**src/rtl/mp_add_sequencer_pkg.sv**
```systemverilog
// Shared constants for the multi-precision add sequencer: word width,
// FSM encodings and the word-index width helper.
package mp_add_sequencer_pkg;

    localparam int unsigned WORD_W = 64;

    localparam logic [1:0] ST_IDLE = 2'd0;
    localparam logic [1:0] ST_RUN  = 2'd1;
    localparam logic [1:0] ST_DONE = 2'd2;

    function automatic int unsigned idx_width(input int unsigned n);
        return (n <= 1) ? 1 : $clog2(n);
    endfunction

endpackage

```
**src/rtl/carry_skip_adder_64bit.sv**
```systemverilog
// 64-bit carry-skip adder: eight 8-bit ripple blocks, each bypassed when
// every bit in the block propagates.
module carry_skip_adder_64bit (
    input  logic [63:0] a,
    input  logic [63:0] b,
    input  logic        cin,
    output logic [63:0] sum,
    output logic        cout
);

    logic [7:0][7:0] av;
    logic [7:0][7:0] bv;
    logic [7:0][7:0] sv;

    assign av  = a;
    assign bv  = b;
    assign sum = sv;

    always_comb begin
        logic       c;
        logic [8:0] rs;
        logic       p;
        c  = cin;
        rs = '0;
        p  = 1'b0;
        sv = '0;
        for (int unsigned k = 0; k < 8; k++) begin
            rs = {1'b0, av[k[2:0]]} + {1'b0, bv[k[2:0]]} + {8'd0, c};
            p  = &(av[k[2:0]] ^ bv[k[2:0]]);
            sv[k[2:0]] = rs[7:0];
            // A fully propagating block passes its carry-in straight through.
            c = p ? c : rs[8];
        end
        cout = c;
    end

endmodule

```
**src/rtl/mp_add_sequencer.sv**
```systemverilog
// Multi-precision add/subtract: streams WORDS 64-bit words LSW-first through
// one shared 64-bit adder, chaining the carry through a register.
module mp_add_sequencer
    import mp_add_sequencer_pkg::*;
#(
    parameter int unsigned WORDS = 4
) (
    input  logic                      clk,
    input  logic                      rst,
    input  logic                      flush,
    input  logic                      in_valid,
    output logic                      in_ready,
    input  logic [WORD_W*WORDS-1:0]   in_a,
    input  logic [WORD_W*WORDS-1:0]   in_b,
    input  logic                      in_sub,
    input  logic                      in_cin,
    output logic                      out_valid,
    input  logic                      out_ready,
    output logic [WORD_W*WORDS-1:0]   out_sum,
    output logic                      out_cout,
    output logic                      out_zero
);

    localparam int unsigned      IDX_W    = idx_width(WORDS);
    localparam logic [IDX_W-1:0] LAST_IDX = IDX_W'(WORDS - 1);

    logic [1:0]                   state;
    logic [WORDS-1:0][WORD_W-1:0] a_r;
    logic [WORDS-1:0][WORD_W-1:0] b_r;
    logic [WORDS-1:0][WORD_W-1:0] sum_r;
    logic                         sub_r;
    logic                         carry;
    logic [IDX_W-1:0]             idx;
    logic [WORD_W-1:0]            add_sum;
    logic                         add_cout;

    carry_skip_adder_64bit u_adder (
        .a    (a_r[idx]),
        .b    (b_r[idx] ^ {WORD_W{sub_r}}),
        .cin  (carry),
        .sum  (add_sum),
        .cout (add_cout)
    );

    always_ff @(posedge clk or posedge rst) begin
        if (rst) begin
            state <= ST_IDLE;
            a_r   <= '0;
            b_r   <= '0;
            sum_r <= '0;
            sub_r <= 1'b0;
            carry <= 1'b0;
            idx   <= '0;
        end else if (flush) begin
            state <= ST_IDLE;
        end else begin
            case (state)
                ST_IDLE: begin
                    if (in_valid) begin
                        a_r   <= in_a;
                        b_r   <= in_b;
                        sub_r <= in_sub;
                        // Subtract is A + ~B + 1, so the request carry only matters for add.
                        carry <= in_sub | in_cin;
                        idx   <= '0;
                        state <= ST_RUN;
                    end
                end
                ST_RUN: begin
                    sum_r[idx] <= add_sum;
                    carry      <= add_cout;
                    if (idx == LAST_IDX) begin
                        state <= ST_DONE;
                    end else begin
                        idx <= idx + 1'b1;
                    end
                end
                ST_DONE: begin
                    if (out_ready) begin
                        state <= ST_IDLE;
                    end
                end
                default: state <= ST_IDLE;
            endcase
        end
    end

    assign in_ready  = (state == ST_IDLE);
    assign out_valid = (state == ST_DONE);
    assign out_sum   = sum_r;
    // The carry register holds the final carry while DONE; nothing else writes it there.
    assign out_cout  = carry;
    assign out_zero  = out_valid & ~|sum_r;

endmodule
```
**config.mk**
```make
export PLATFORM = sky130hd
export DESIGN_NAME = mp_add_sequencer
export DESIGN_NICKNAME = d
export VERILOG_FILES = /design/src/rtl/mp_add_sequencer_pkg.sv /design/src/rtl/carry_skip_adder_64bit.sv /design/src/rtl/mp_add_sequencer.sv
export SDC_FILE = /design/constraint.sdc
export NUM_CORES = 2
export LEC_CHECK = 0
export CORE_MARGIN = 2
export CORE_UTILIZATION = 40
export CTS_CLUSTER_SIZE = 10
export DETAILED_ROUTE_END_ITERATION = 10
export PLACE_DENSITY = 0.66
export SLEW_MARGIN = 20
export SYNTH_ARGS = -nofsm -noshare
export SYNTH_HDL_FRONTEND = slang
export SYNTH_SLANG_ARGS = --single-unit
```
**constraint.sdc**
```tcl
create_clock -name clk -period 40.4 [get_ports clk]
set_clock_uncertainty 0.1 [all_clocks]
set_input_delay 10.1 -clock clk [delete_from_list [all_inputs] [get_ports clk]]
set_output_delay 10.1 -clock clk [all_outputs]
set_load 0.02 [all_outputs]
```
==> flow_metrics.py <==
metrics = {
    "synth": {
        "synth_area_per_cell_sq_um": 14.1,
        "yosys-top-cells-area": "dfrtp_1 (55%), mux2_2 (18%), mux4_2 (8.2%), o21ai_0 (2.7%), ha_1 (2.4%)",
        "syn_inst": 2498,
        "syn_nets": 3101,
        "ys_seq_area_frac": 0.550,
        "synth_cell_types": 62,
        "yosys_warnings": 0,
        "yosys.area.top_type": "dfrtp_1",
        "synth_top_area_share": 0.550,
        "synth_flop_cell": "dfrtp_1",
        "synth_edf_count": 0,
        "async_flop_share": 1.00,
        "synth_area_sq_mm": 0.0352,
        "synth_seq_cells": 774,
    },
    "cts": {
        "insertion_delay_ps": 630,
        "htree_num_levels": 3,
        "clock-root-buffer": "clkbuf_16",
        "clk_path_buf_depth": 3,
        "post-cts-setup-buffers": 0,
        "clkTransAtPathRegs_ps": 60,
        "numCtsBuffers": 89,
        "holdBufCountCts": 0,
        "tritoncts": "done",
        "cts.sinks": 774,
        "ctsResizeCount": 0,
    },
    "cells_and_area": {
        "nets": 3859,
        "final_cell_count_no_fill": 4467,
        "layout_common_cells": "clkdlybuf4s50_1 (778), dfrtp_1 (771), mux2_2 (577), nand2_1 (198), o21ai_0 (191)",
        "fin_area_sq_mm": 0.0466,
        "fin_util": 0.536,
        "final_common_cell": "clkdlybuf4s50_1",
        "syn_to_final_growth_pct": 32.3,
        "drive_gt1_frac": 0.269,
    },
    "floorplanning": {
        "io_pins": 779,
        "die_height_um": 301,
        "initial_core_util": 0.405,
        "die_area_sq_mm": 0.0905,
        "die_x_um": 301,
        "core_sq_mm": 0.0870,
        "std_cell_rows": 108,
    },
    "power": {
        "leakagePower_nw": 19.2,
        "p_total_mw": 4.64,
        "powerDensity_mw_per_mm2": 99.5,
        "peakVddDrop_mv": 0.0784,
    },
    "timing": {
        "fin_crit_sh": 0.418,
        "timing.fmax_mhz": 59.3,
        "tns_ps": 0,
        "layout_setup_ws_ps": 23530,
        "hold_viol_final": 0,
        "worst_slew_pin_slew_ps": 1190,
        "maxSlewHeadroom": 0.205,
        "setup_viol": 0,
        "rsz0062_at_grt": "false",
        "maxSlewViolCount": 0,
        "min_period_ps": 16870,
        "hold_ws_ps": 398,
    },
    "routing": {
        "routedWlPerCell_um": 27.4,
        "drc_errors": 0,
        "ant_nets": 0,
        "drt_first_pass_iters": 6,
        "vias": 24400,
        "wl_um": 123000,
        "drt_iter0_drc": 1572,
        "via_per_inst": 5.46,
    },
    "setup_path": {
        "r2r_end": "out_cout",
        "slowest_delay_ps": 900,
        "setup.worst_path.class": "flip-flop to flip-flop",
        "rr_startpoint": "idx[0]",
        "cp_max_fo": 35,
        "startpoint_type": "flip-flop",
        "crit_family": "adder cells",
        "r2r_cells": 55,
        "r2r_slack_ps": 23530,
        "critPathBufInv": 3,
        "crit_arrival_ps": 17280,
        "slowest_stage": "dfrtp_4",
        "worstPathRequired_ps": 40810,
        "cp_common_cell": "fa_1",
        "cp-end-kind": "flip-flop",
    },
    "hold_path": {
        "hold_start": "a_r[160]",
        "min_to": "a_r[160]",
        "worstHoldPathCells": 1,
        "hold_class": "flip-flop to flip-flop",
    },
    "status": {
        "status": "complete, no violations",
    },
    "run": {
        "maxCapViolations": 0,
    },
    "grt": {
        "grt_pass1_vias": 25800,
        "antenna_found_initial": 55,
        "grt_pass1_wl_um": 176000,
        "grt_max_degree": 198,
        "grt-ovfl-total": 0,
        "track_usage": 0.267,
    },
    "place": {
        "port_buffers": 778,
        "dp_slack_ps": 23460,
        "postPlaceCellArea_sq_mm": 0.0440,
        "place_inst": 4319,
        "routabilityCongestion": 1.00,
        "place_hpwl_um": 95400,
    },
}
-- logic make-up after synthesis --
group / Yosys count / share of synthesized area
fa+ha+maj: 84 / 0.0332
simple gates: 353 / 0.0477
mux: 706 / 0.267
flops: 774 / 0.550
buf+inv: 160 / 0.0233
xor+xnor: 110 / 0.0278
compound gates: 311 / 0.0515
-- registers in the layout, summed over array words and instances (netlist names) --
register / cells
a_r: 256
b_r: 256
idx: 2
out_cout: 1
out_sum: 256
state: 2
sub_r: 1
-- per-layer routing --
metal  share of wire  vias to the layer above  global-route usage
met2            0.49                      922               0.438
li1                -                    10600                   -
met1            0.41                    12600               0.341
met5          0.0015                        -                   0
met4           0.039                       28               0.117
met3           0.065                      231              0.0604
-- worst max-delay path by stage --
stage | startpoint | end | slack [ps] | depth (start not counted)
4_1_cts | idx[0] | out_cout | 23420 | 55
3_3_place_gp | idx[0] | out_cout | 23800 | 55
6_report | idx[0] | out_cout | 23530 | 55
5_1_grt | idx[0] | out_cout | 22720 | 55
3_5_place_dp | idx[0] | out_cout | 23460 | 55
2_1_floorplan | rst | a_r[0] | 8470 | 1
-- report_power, final --
part,switching [mW],leakage (nW),internal [mW]
sequential,0.244,9.35,1.04
combinational,1.61,8.59,1.02
clock,0.311,1.22,0.416
total,2.17,19.2,2.47
-- synth_stat cells (6+ instances only) --
cell,instances
a211o_1,9
a21o_1,18
a21oi_1,30
a21oi_2,9
a31oi_1,9
buf_1,6
buf_2,69
buf_4,33
clkbuf_1,31
dfrtp_1,774
fa_1,16
ha_1,68
inv_1,19
mux2_2,577
mux4_2,128
nand2_1,202
nand3_1,6
nand4_1,31
nor2_1,16
nor4_1,67
o21ai_0,192
o21ai_1,8
o21bai_1,15
or2_2,11
xnor2_1,24
xor2_1,84
-- worst register-to-register path, delay by kind of cell (launching register included) --
| family | cells | cell delay (ps) |
|---|---|---|
| flip-flops | 1 | 900 |
| AND/OR/NAND/NOR | 6 | 710 |
| adder cells (fa/ha/maj) | 16 | 7550 |
| AO/OA/AOI/OAI | 28 | 5450 |
| multiplexers | 2 | 1060 |
| buffers and inverters | 3 | 1000 |
-- layout make-up --
class                           instances  area (sq um)
Fill cell                            7290         40400
Sequential cell                       774         19400
Multi-Input combinational cell       1564         15100
Timing Repair Buffer                  807          8060
Clock buffer                          107          2380
Tap cell                             1155          1450
Clock inverter                          5           109
Antenna cell                           35          87.6
Inverter                               20          82.6
Note: power is estimated with default switching activity, not from simulation.
